--- config.mk ---
export PLATFORM = sky130hd
export DESIGN_NAME = fp_norm_pack_pipe
export DESIGN_NICKNAME = d
export VERILOG_FILES = /design/src/rtl/fp_norm_pack_pipe.sv
export SDC_FILE = /design/constraint.sdc
export NUM_CORES = 1
export LEC_CHECK = 0
export BUFFER_PORTS_ARGS = -buffer_cell sky130_fd_sc_hd__buf_2
export CAP_MARGIN = 10
export CORE_ASPECT_RATIO = 0.5
export CORE_MARGIN = 2
export CORE_UTILIZATION = 33
export CTS_CLUSTER_DIAMETER = 150
export DETAILED_ROUTE_END_ITERATION = 12
export PLACE_DENSITY = 0.54
export SLEW_MARGIN = 0
export SYNTH_ARGS = -nofsm -noshare
export SYNTH_HDL_FRONTEND = slang
export SYNTH_SLANG_ARGS = --single-unit
export TNS_END_PERCENT = 50
--- constraint.sdc ---
create_clock -name clk -period 7.7 [get_ports clk]
set_clock_uncertainty 0.1 [all_clocks]
set_input_delay 1.54 -clock clk [delete_from_list [all_inputs] [get_ports clk]]
set_output_delay 1.54 -clock clk [all_outputs]
set_load 0.02 [all_outputs]
--- src/rtl/fp_norm_pack_pipe.sv ---
// fp_norm_pack_pipe: two-stage valid/ready result packer for the MAC datapath.
// Takes the normalised sum (leading one at the top bit) plus the exponent terms,
// and produces a packed {sign, exponent, mantissa} float. Rounding is either
// truncate or round-to-nearest-even using guard/sticky bits. Tiny results are
// denormalised by a right shift, and large results overflow to infinity.
// Flags: overflow, underflow, inexact.
//
// Build option: define FP_PACK_SAT_EN to saturate overflowing results to the
// largest finite magnitude instead of infinity. The overflow flag is still set.
module fp_norm_pack_pipe #(
    parameter int EXP_W    = 5,
    parameter int MAN_W    = 10,
    parameter int GRD_W    = 3,
    parameter int DIFF_W   = 5,
    parameter int Q_W      = 5,
    parameter int BIAS_ADJ = 9,
    parameter int FE_W     = EXP_W + 3,
    localparam int SUM_W   = MAN_W + 1 + GRD_W
) (
    input  logic               clk,
    input  logic               rst,
    input  logic               in_valid,
    output logic               in_ready,
    input  logic [SUM_W-1:0]   in_sum,
    input  logic [DIFF_W-1:0]  in_exp_diff,
    input  logic               in_exp_carry,
    input  logic               in_sign,
    input  logic [EXP_W:0]     in_max_exp,
    input  logic [Q_W-1:0]     in_q_frac,
    input  logic               in_rnd_mode,
    output logic               out_valid,
    input  logic               out_ready,
    output logic [EXP_W+MAN_W:0] out_data,
    output logic               out_ovf,
    output logic               out_unf,
    output logic               out_inx
);

    localparam int SH_W = $clog2(SUM_W + 2);
    localparam int PK_W = EXP_W + MAN_W;
    localparam logic signed [FE_W-1:0] FE_ONE    = FE_W'(1);
    localparam logic signed [FE_W-1:0] FE_SH_MAX = FE_W'(SUM_W + 1);
    localparam logic signed [FE_W-1:0] FE_OVF    = FE_W'((1 << EXP_W) - 1);

    // Pipeline enables: a stage advances when its downstream slot is free or draining.
    logic s2_en;
    logic s1_en;

    // Stage-1 registers.
    logic                    s1_valid;
    logic [SUM_W-1:0]        s1_sum;
    logic signed [FE_W-1:0]  s1_fe;
    logic                    s1_zero;
    logic                    s1_tiny;
    logic [SH_W-1:0]         s1_sh;
    logic                    s1_sign;
    logic                    s1_rnd;

    // Stage-1 combinational terms.
    logic signed [FE_W-1:0]  max_ext;
    logic signed [FE_W-1:0]  diff_ext;
    logic signed [FE_W-1:0]  carry_ext;
    logic signed [FE_W-1:0]  q_ext;
    logic signed [FE_W-1:0]  bias_ext;
    logic signed [FE_W-1:0]  fe_c;
    logic signed [FE_W-1:0]  sh_full;
    logic                    tiny_c;
    logic [SH_W-1:0]         sh_c;

    // Stage-2 combinational terms.
    logic [SUM_W-1:0]        drop_mask;
    logic                    dropped;
    logic [SUM_W-2:0]        x_low;
    logic [MAN_W-1:0]        man;
    logic                    g_bit;
    logic                    sticky;
    logic [EXP_W-1:0]        expf;
    logic                    round_up;
    logic                    ovf_pre;
    logic [PK_W-1:0]         packed_c;
    logic                    ovf_c;
    logic                    inx_c;
    logic                    unf_c;
    logic [PK_W:0]           data_c;

    assign s2_en    = !out_valid || out_ready;
    assign s1_en    = !s1_valid || s2_en;
    assign in_ready = s1_en;

    // Stage-1 exponent equation, tiny detection and denormalising shift amount.
    always_comb begin
        max_ext   = FE_W'(in_max_exp);
        diff_ext  = FE_W'($signed(in_exp_diff));
        carry_ext = FE_W'(in_exp_carry);
        q_ext     = FE_W'(in_q_frac);
        bias_ext  = FE_W'(BIAS_ADJ);
        fe_c      = max_ext + diff_ext + carry_ext - bias_ext - q_ext;
        tiny_c    = (fe_c < FE_ONE);
        sh_full   = FE_ONE - fe_c;
        sh_c      = '0;
        if (tiny_c) begin
            // Anything past SUM_W+1 shifts the whole sum out; clamp keeps sh_c narrow.
            if (sh_full > FE_SH_MAX) begin
                sh_c = SH_W'(SUM_W + 1);
            end else begin
                sh_c = SH_W'(sh_full);
            end
        end
    end

    // Stage-1 register: capture the sum and the precomputed exponent terms.
    always_ff @(posedge clk) begin
        if (rst) begin
            s1_valid <= 1'b0;
            s1_sum   <= '0;
            s1_fe    <= '0;
            s1_zero  <= 1'b0;
            s1_tiny  <= 1'b0;
            s1_sh    <= '0;
            s1_sign  <= 1'b0;
            s1_rnd   <= 1'b0;
        end else if (s1_en) begin
            s1_valid <= in_valid;
            if (in_valid) begin
                s1_sum  <= in_sum;
                s1_fe   <= fe_c;
                s1_zero <= (in_sum == '0);
                s1_tiny <= tiny_c;
                s1_sh   <= sh_c;
                s1_sign <= in_sign;
                s1_rnd  <= in_rnd_mode;
            end
        end
    end

    // Stage-2 datapath: denormalise, extract guard/sticky, round, handle overflow.
    always_comb begin
        drop_mask = ~({SUM_W{1'b1}} << s1_sh);
        dropped   = |(s1_sum & drop_mask);
        // The hidden-bit position is not stored, so only the lower SUM_W-1 bits matter.
        x_low     = (SUM_W-1)'(s1_sum >> s1_sh);
        man       = x_low[SUM_W-2:GRD_W];
        g_bit     = x_low[GRD_W-1];
        sticky    = (|x_low[GRD_W-2:0]) | dropped;
        expf      = s1_tiny ? '0 : s1_fe[EXP_W-1:0];
        round_up  = s1_rnd & g_bit & (sticky | man[0]);
        ovf_pre   = !s1_tiny && (s1_fe >= FE_OVF);

        // A mantissa carry ripples into the exponent: subnormal->normal, max->inf.
        packed_c  = {expf, man} + PK_W'(round_up);
        if (ovf_pre) begin
            packed_c = {{EXP_W{1'b1}}, {MAN_W{1'b0}}};
        end

        ovf_c = &packed_c[PK_W-1:MAN_W];
`ifdef FP_PACK_SAT_EN
        if (ovf_c) begin
            packed_c = {{(EXP_W-1){1'b1}}, 1'b0, {MAN_W{1'b1}}};
        end
`endif
        inx_c = g_bit | sticky;
        unf_c = s1_tiny & inx_c;

        if (s1_zero) begin
            packed_c = '0;
            ovf_c    = 1'b0;
            inx_c    = 1'b0;
            unf_c    = 1'b0;
        end
        data_c = {s1_sign, packed_c};
    end

    // Stage-2 register: output slot, held stable while the consumer stalls.
    always_ff @(posedge clk) begin
        if (rst) begin
            out_valid <= 1'b0;
            out_data  <= '0;
            out_ovf   <= 1'b0;
            out_unf   <= 1'b0;
            out_inx   <= 1'b0;
        end else if (s2_en) begin
            out_valid <= s1_valid;
            if (s1_valid) begin
                out_data <= data_c;
                out_ovf  <= ovf_c;
                out_unf  <= unf_c;
                out_inx  <= inx_c;
            end
        end
    end

endmodule
==> impl_metrics.tcl, run 1 <==
set metrics [dict create \
    final_max_slew_viol_count 0 \
    synth_nets 507 \
    end_kind "register" \
    final_cell_mix "74 x nand2_1, 57 x buf_2, 51 x dfxtp_1, 44 x a21oi_1, 30 x nor2_1" \
    setup_viol 0 \
    num_vias 3313 \
    final.period_utilization 0.589 \
    leakagePower_nw 1.73 \
    hold_end "out_inx$_SDFFE_PP0P_" \
    worstPathRequired_ps 7720 \
    drtIter0Drc 312 \
    antenna_cells 0 \
    place.port_buffers 57 \
    timing.rr.start "s1_sh[2]$_SDFFE_PP0P_" \
    path_class "in -> reg" \
    max_freq_mhz 221 \
    synthArstFlopShare 0 \
    antenna_found_initial 0 \
    r2r_slack_ps 3580 \
    place_hpwl_mm 6.89 \
    hold_depth 2 \
    viasPerCell 5.27 \
    max_cap_viol_count 0 \
    r2r_cells 11 \
    gp_congestion 0.827 \
    grt-ovfl-total 0 \
    clock_sinks 51 \
    crit_path_start_kind "input pin" \
    wl_per_cell_um 14.4 \
    die_height_um 78.0 \
    routed_wl_mm 9.04 \
    grt-busiest-layer "met1" \
    worstMarginPinSlew_ps 876 \
    slew-limit-headroom 0.415 \
    grt_start_max_net_pins 49 \
    ios 58 \
    arrival_ps 4560 \
    antenna_left 0 \
    use_met3 0.0318 \
    irDropWorstVdd_mv 0.0797 \
    first_pass_iters 4 \
    final.setup.tns_ps 0 \
    cts_max_path_buffers 2 \
    layout.nets 547 \
    cts-root-buf "clkbuf_16" \
    min_period_ps 4530 \
    die_area_um2 11900 \
    ctsHtreeMaxLevel 2 \
    cts_tree "built" \
    yosysSeqAreaShare 0.282 \
    crit_path_max_fanout 6 \
    post_cts_buffers 0 \
    mostFrequentLayoutCell "nand2_1" \
    dieWidth_um 152 \
    first_global_vias 3027 \
    ys_ff_latch 51 \
    core_um2 10400 \
    power.total_w 0.000920 \
    grt_pass1_wl_mm 15.4 \
    synthToLayoutAreaGrowth_pct 15.5 \
    hold_viol_final 0 \
    synthFlopType "dfxtp_1" \
    syn_inst 448 \
    synth.distinct_cells 69 \
    hold_buffers 0 \
    initial_core_util 0.346 \
    netlist_area_um2 3610 \
    rsz0062_at_grt "false" \
    grtUsageTotal 0.157 \
    ys_warn_count 0 \
    clk_pin_slew_ps 70 \
    cts_resized 0 \
    drc 0 \
    min_path_type "reg -> reg" \
    status "finished clean" \
    core.rowCount 26 \
    layout-drive-gt1-share 0.170 \
    p_per_area_nw_per_um2 220 \
    numCtsBuffers 5 \
    syn_area_per_cell_um2 8.07 \
    fin_util 0.400 \
    r2r_end "out_data[10]$_SDFFE_PP0P_" \
    grtUsageMet1 0.242 \
    clock_latency_ps 290 \
    hp-start "out_inx$_SDFFE_PP0P_" \
    grtUsageMet2 0.219 \
    synth_edf_count 0 \
]
==> kinds of logic (layout without fill, tap and decap cells) <==
logic type	after synthesis	after routing	share of synthesized area
AO/OA/AOI/OAI	122	122	0.226
flip-flops	51	51	0.282
AND/OR/NAND/NOR	160	160	0.220
multiplexers	28	28	0.0973
adder cells (fa/ha/maj)	22	22	0.0886
XOR/XNOR	10	10	0.0242
buffers and inverters	55	96	0.0620
==> power by group <==
group          switching, W  internal (W)
clock             0.0000966      0.000186
combinational      0.000183      0.000129
sequential        0.0000380      0.000287
==> synthesized netlist by cell type, types with 3 or more instances <==
cell	number	area share
nand2_1	74	0.077
a22o_1	4	0.0097
nor2_1	30	0.031
nor3b_1	3	0.0062
ha_1	16	0.055
nand4_1	3	0.0052
inv_1	26	0.027
mux2i_1	22	0.061
a211oi_1	5	0.010
a31oi_1	7	0.012
clkbuf_1	19	0.020
nand3_1	3	0.0042
o21ai_0	11	0.015
a21oi_1	45	0.062
nand3b_1	5	0.010
buf_2	5	0.0069
and2_1	4	0.0069
o31ai_1	3	0.0062
nor4_1	4	0.0069
nor3_1	9	0.012
xor2_1	3	0.0073
a22oi_1	5	0.010
a21o_1	7	0.015
dfxtp_1	51	0.28
nor2b_1	3	0.0052
xnor2_1	7	0.017
nand2b_1	5	0.0087
and4_1	3	0.0073
a32oi_1	3	0.0073
mux4_2	3	0.019
a221oi_1	6	0.015
o211ai_1	5	0.010
fa_1	6	0.033
==> how the worst max path moves through the flow <==
| stage | slack (ps) | startpoint | end |
|---|---|---|---|
| finish | 3170 | in_exp_diff[1] | s1_sh[3]$_SDFFE_PP0P_ |
| global route | 2960 | in_exp_diff[1] | s1_sh[0]$_SDFFE_PP0P_ |
| global placement | 2950 | in_exp_diff[1] | s1_sh[1]$_SDFFE_PP0P_ |
| CTS | 3160 | in_exp_diff[1] | s1_sh[1]$_SDFFE_PP0P_ |
| floorplan | 3270 | in_exp_diff[1] | s1_sh[2]$_SDFFE_PP0P_ |
| detailed placement | 2870 | in_exp_diff[1] | s1_sh[1]$_SDFFE_PP0P_ |
==> worst max-delay path: stages <==
cell	delay, ps
buf_2	110
fa_1	470
ha_1	310
ha_1	220
fa_1	410
a21o_1	190
a21oi_1	220
o21ai_0	300
o41a_1	480
o211ai_1	180
a221oi_1	130
==> final cells by class <==
cell class | instances | area [µm²]
clock inverters | 2 | 60.1
flip-flops and latches | 51 | 1020
multi-input cells | 342 | 2370
well taps | 140 | 175
repair buffers | 61 | 315
clock buffers | 6 | 129
inverters | 27 | 101
fillers | 1053 | 6270
==> routing by layer <==
metal  vias to the layer above  routed length (µm)
li1                       1701                   -
met1                      1544                5050
met2                        62                3500
met3                         6                 410
met4                         0                  85
met5                         -                   0
==> flip-flops by register name (all words and copies together), names as in the netlist, 4 cells and up <==
name / flops
out_data: 16
s1_fe: 8
s1_sum: 14
s1_sh: 4
==> stage by stage <==
stage | instance area, µm² | setup slack, ps | instances | hold slack [ps]
6_report | 4180 | 3170 | 629 | 355
5_1_grt | 4180 | 2960 | 629 | 378
4_1_cts | 4180 | 3160 | 629 | 357
3_5_place_dp | 3990 | 2870 | 621 | 347
3_3_place_gp | 3990 | 2950 | 621 | 338
2_1_floorplan | 3610 | 3270 | 448 | 336
No activity file was read; power rests on OpenSTA's default activity.
==> run 2: changes to the inputs <==
- PLACE_DENSITY: 0.54 -> 0.56
- clock period: 7.7 -> 3.7 ns (I/O delays scaled with it)
==> run 2 against run 1 <==
Non-clock buffer count up 29. Total power up 120%. Routed wire length up 1.8%. Cell area up 6.3%. Clock-buffer cell count down 1. Worst setup slack worse by 3100 ps. Critical endpoint unchanged. Largest power group is now combinational cells. Register-to-register slack worse by 3200 ps. Highest routed layer unchanged. Die area unchanged. Sequential power up 110%.
==> impl_metrics.tcl, run 2 (same netlist as run 1, synthesis figures left out) <==
set metrics [dict create \
    status "finished clean" \
    timing.rr.start "s1_sh[1]$_SDFFE_PP0P_" \
    crit_path_start_kind "input pin" \
    end_kind "register" \
    synthToLayoutAreaGrowth_pct 22.7 \
    drc 0 \
    final.period_utilization 0.970 \
    grt_pass1_wl_mm 15.9 \
    reg_top3 "out_data x16, s1_sum x14, s1_fe x8" \
    leakagePower_nw 1.88 \
    largest_register_ffs 16 \
    place.port_buffers 57 \
    cts_tree "built" \
    clk_pin_slew_ps 70 \
    r2r_end "out_ovf$_SDFFE_PP0P_" \
    num_vias 3400 \
    numCtsBuffers 5 \
    r2r_cells 13 \
    routed_wl_mm 9.21 \
    arrival_ps 3610 \
    grt_start_max_net_pins 49 \
    cts-root-buf "clkbuf_16" \
    max_freq_mhz 279 \
    initial_core_util 0.346 \
    clock_latency_ps 300 \
    fin_util 0.425 \
    path_class "in -> reg" \
    clock_sinks 51 \
    antenna_found_initial 0 \
    place_hpwl_mm 7.10 \
    worstMarginPinSlew_ps 908 \
    wl_per_cell_um 14.0 \
    layout.nets 576 \
    worstPathRequired_ps 3720 \
    core.rowCount 26 \
    fin_area_um2 4440 \
    hold_end "out_data[13]$_SDFFE_PP0P_" \
    hold_viol_final 0 \
    fillCellCount 1063 \
    crit_path_max_fanout 4 \
    mostFrequentLayoutCell "nand2_1" \
    grtUsageTotal 0.163 \
    irDropWorstVdd_mv 0.211 \
    final_cell_mix "74 x nand2_1, 57 x buf_2, 50 x dfxtp_1, 43 x a21oi_1, 32 x buf_4" \
    ios 58 \
    setup_viol 0 \
    p_per_area_nw_per_um2 448 \
    hold_buffers 0 \
    slew-limit-headroom 0.394 \
    hold_slack_ps 349 \
    core_um2 10400 \
    drtIter0Drc 246 \
    first_global_vias 3243 \
    min_path_type "reg -> reg" \
    die_area_um2 11900 \
    rsz0062_at_grt "true" \
    hp-start "out_data[13]$_SDFFE_PP0P_" \
    grt-ovfl-total 0 \
    first_pass_iters 5 \
    antenna_cells 0 \
    cts_max_path_buffers 2 \
    die_height_um 78.0 \
    gp_congestion 0.823 \
    ctsHtreeMaxLevel 2 \
    antenna_left 0 \
    top_register "out_data" \
    dieWidth_um 152 \
    min_period_ps 3590 \
    max_cap_viol_count 0 \
    final_max_slew_viol_count 0 \
    postPlaceCellArea_um2 4220 \
    hold_depth 1 \
    viasPerCell 5.17 \
    layout-drive-gt1-share 0.236 \
    r2r_slack_ps 340 \
]
[run 2: cell types whose count changed in the layout (fill, tap and decap cells not counted), sizes merged]
cell,previous run,this run
bufinv,2,1
clkbuf,6,5
buf,61,90
clkinv,1,3
[run 2: repair_timing]
action	CTS	global route
hold endpoints to repair	0	0
setup endpoints to repair	0	11
buffers inserted	0	0
gates resized for setup	0	9
[run 2: metrics by stage]
stage / total power, W / setup TNS [ps] / worst slack [ps] / instances
floorplan: 0.00117 / 0 / 69.7 / 448
global placement: 0.00143 / -683 / -160 / 650
detailed placement: 0.00144 / -872 / -199 / 650
CTS: 0.00197 / 0 / 108 / 658
global route: 0.00212 / -51.6 / -26.7 / 658
finish: 0.00199 / 0 / 110 / 658
[run 2: report_power, final]
part	switching, W	internal, W	total [W]
Combinational	0.000419	0.000366	0.000785
Clock	0.000214	0.000319	0.000534
Sequential	0.0000701	0.000597	0.000667
[run 2: how the worst max path moves through the flow]
| stage | from | end | slack (ps) | cells past startpoint |
|---|---|---|---|---|
| finish | in_exp_diff[1] | s1_sh[3]$_SDFFE_PP0P_ | 110 | 12 |
| global route | in_exp_diff[2] | s1_sh[3]$_SDFFE_PP0P_ | -30 | 10 |
| CTS | in_exp_diff[1] | s1_sh[3]$_SDFFE_PP0P_ | 110 | 12 |
| detailed placement | in_exp_diff[1] | s1_sh[3]$_SDFFE_PP0P_ | -200 | 12 |
| global placement | in_exp_diff[2] | s1_sh[0]$_SDFFE_PP0P_ | -160 | 11 |
| floorplan | in_exp_diff[1] | s1_sh[2]$_SDFFE_PP0P_ | 70 | 11 |
[run 2: metal layers]
metal | vias up | global-route usage | part of all wire
met3 | 9 | 0.0285 | 0.050
met4 | 0 | 0.0430 | 0.012
met1 | 1566 | 0.243 | 0.54
met5 | - | 0 | 0
met2 | 65 | 0.239 | 0.40
li1 | 1760 | - | -
[run 2: cell type report]
type                    instances  area, µm²  area share
clock buffers                   5        125      0.0282
flip-flops and latches         51       1020       0.230
well taps                     140        175      0.0395
multi-input cells             342       2420       0.546
repair buffers                 90        546       0.123
inverters                      27        101      0.0228
clock inverters                 3       43.8     0.00987
[run 2: critical path: stages]
cell	delay (ps)
buf_2	110
fa_1	470
ha_1	310
ha_1	230
fa_2	340
a21o_1	190
a21oi_2	160
xnor2_1	120
nand2b_1	190
o41a_1	380
o211ai_1	240
a221oi_1	140
==> run 3: changes to the inputs <==
- clock period: 3.7 -> 3.3 ns (I/O delays scaled with it)
==> run 3 against run 2 <==
The run now ends with setup timing left. Combinational power rose by 40%. Routed wire length rose by 4.6%. Clock power rose by 13%. Worst setup slack got worse by 120 ps. Largest power group unchanged.
==> impl_metrics.tcl, run 3 (same netlist as run 1, synthesis figures left out) <==
set metrics [dict create \
    arrival_ps 3330 \
    fillCellCount 1059 \
    final_cell_mix "72 x nand2_1, 54 x buf_2, 51 x buf_4, 45 x dfxtp_1, 41 x a21oi_1" \
    mostFrequentLayoutCell "nand2_1" \
    crit_path_start_kind "input pin" \
    setup_ws_ps -12.0 \
    layout-drive-gt1-share 0.319 \
    multi_input_area_um2 2630 \
    reg_top3 "out_data x16, s1_sum x14, s1_fe x8" \
    final.period_utilization 1.00 \
    initial_core_util 0.346 \
    fin_area_um2 4840 \
    clock_latency_ps 290 \
    hold_depth 2 \
    die_area_um2 11900 \
    first_global_vias 3234 \
    numCtsBuffers 5 \
    place.port_buffers 57 \
    first_pass_iters 6 \
    path_class "in -> reg" \
    antenna_cells 0 \
    die_height_um 78.0 \
    top_register "out_data" \
    final_max_slew_viol_count 0 \
    routed_wl_mm 9.63 \
    ios 58 \
    violations "setup timing" \
    end_kind "register" \
    drtIter0Drc 256 \
    irDropWorstVdd_mv 0.219 \
    hp-start "out_unf$_SDFFE_PP0P_" \
    drc 0 \
    dieWidth_um 152 \
    max_freq_mhz 302 \
    min_period_ps 3310 \
    core.rowCount 26 \
    postPlaceCellArea_um2 4430 \
    clk_pin_slew_ps 60 \
    wl_per_cell_um 14.2 \
    slew-limit-headroom 0.373 \
    cp-startpoint "in_max_exp[1]" \
    gp_congestion 0.814 \
    grt-ovfl-total 0 \
    cts-root-buf "clkbuf_16" \
    layout.nets 597 \
    setup_viol 3 \
    antenna_found_initial 0 \
    instances_no_fill 679 \
    viasPerCell 5.16 \
    r2r_cells 15 \
    cts_tree "built" \
    timing.rr.start "s1_sh[1]$_SDFFE_PP0P_" \
    num_vias 3502 \
    grtUsageTotal 0.162 \
    status "finished, violations left" \
    ctsHtreeMaxLevel 2 \
    synthToLayoutAreaGrowth_pct 34.0 \
    core_um2 10400 \
    cts_max_path_buffers 2 \
    min_path_type "reg -> reg" \
    max_cap_viol_count 0 \
    crit_path_max_fanout 4 \
    rsz0062_at_grt "true" \
    grt_start_max_net_pins 49 \
    p_per_area_nw_per_um2 506 \
    clock_sinks 51 \
    antenna_left 0 \
    worstMarginPinSlew_ps 940 \
    post-place-cells 667 \
    grt_pass1_wl_mm 16.0 \
    largest_register_ffs 16 \
    hold_viol_final 0 \
    leakagePower_nw 2.04 \
    ff_latch_area_um2 1030 \
    place_hpwl_mm 7.47 \
    worstPathRequired_ps 3320 \
    preCtsSetupSlack_ps -394 \
]
-- run 3: cell types whose count changed in the layout (fill, tap and decap cells not counted), moves of 3 or more --
| cell | change |
|---|---|
| buf_6 | +4 |
| a221oi_1 | -4 |
| ha_4 | +5 |
| dfxtp_1 | -5 |
| dfxtp_2 | +4 |
| ha_1 | -7 |
| buf_4 | +19 |
| a221oi_2 | +4 |
| buf_2 | -3 |
-- run 3: layout make-up --
type | instances | share of cell area
well taps | 140 | 0.0362
flip-flops and latches | 51 | 0.213
inverters | 27 | 0.0209
repair buffers | 111 | 0.151
clock buffers | 6 | 0.0287
clock inverters | 2 | 0.00724
multi-input cells | 342 | 0.543
-- run 3: worst paths after layout --
check / end / slack (ps)
hold reg to reg: out_unf$_SDFFE_PP0P_ / 350
hold / removal: out_unf$_SDFFE_PP0P_ / 350
setup / recovery: s1_sh[0]$_SDFFE_PP0P_ / -10
setup reg to reg: out_data[12]$_SDFFE_PP0P_ / 170
-- run 3: through the flow --
stage	utilization	hold WS, ps	power [W]	TNS [ps]
2_1_floorplan	-	336	0.00137	-368
3_3_place_gp	0.425	339	0.00171	-1910
3_5_place_dp	0.425	342	0.00172	-2280
4_1_cts	0.445	351	0.00236	-165
5_1_grt	0.464	376	0.00261	-376
6_report	0.464	347	0.00245	-23.3
-- run 3: routing by layer --
| layer | vias to the layer above | GRT usage | wire [µm] |
|---|---|---|---|
| met1 | 1627 | 0.240 | 5090 |
| li1 | 1800 | - | - |
| met5 | - | 0 | 0 |
| met3 | 6 | 0.0324 | 467 |
| met2 | 69 | 0.241 | 3970 |
| met4 | 0 | 0.0383 | 107 |
-- run 3: repair_timing --
action                     in CTS  in global routing
pin swaps                       7                 17
hold buffers                    0                  0
setup endpoints to repair      11                 15
gates resized for setup         6                 37
gates cloned                    0                  0
buffers inserted                1                  3
-- run 3: power breakdown --
group	switching, W	internal [W]	total, W	leakage, nW
Clock	0.000228	0.000377	0.000606	0.0868
Combinational	0.000552	0.000545	0.00110	1.53
Sequential	0.0000774	0.000671	0.000748	0.420
Total	0.000858	0.00159	0.00245	2.04
-- run 3: critical path, stage by stage --
cell and delay [ps]:
buf_6 90, fa_1 580, ha_4 220, ha_4 160
fa_2 340, a21o_1 190, a21oi_4 170, xnor2_2 110
nand2b_4 160, o41a_1 320, o211ai_1 100, buf_4 180
a221oi_2 60
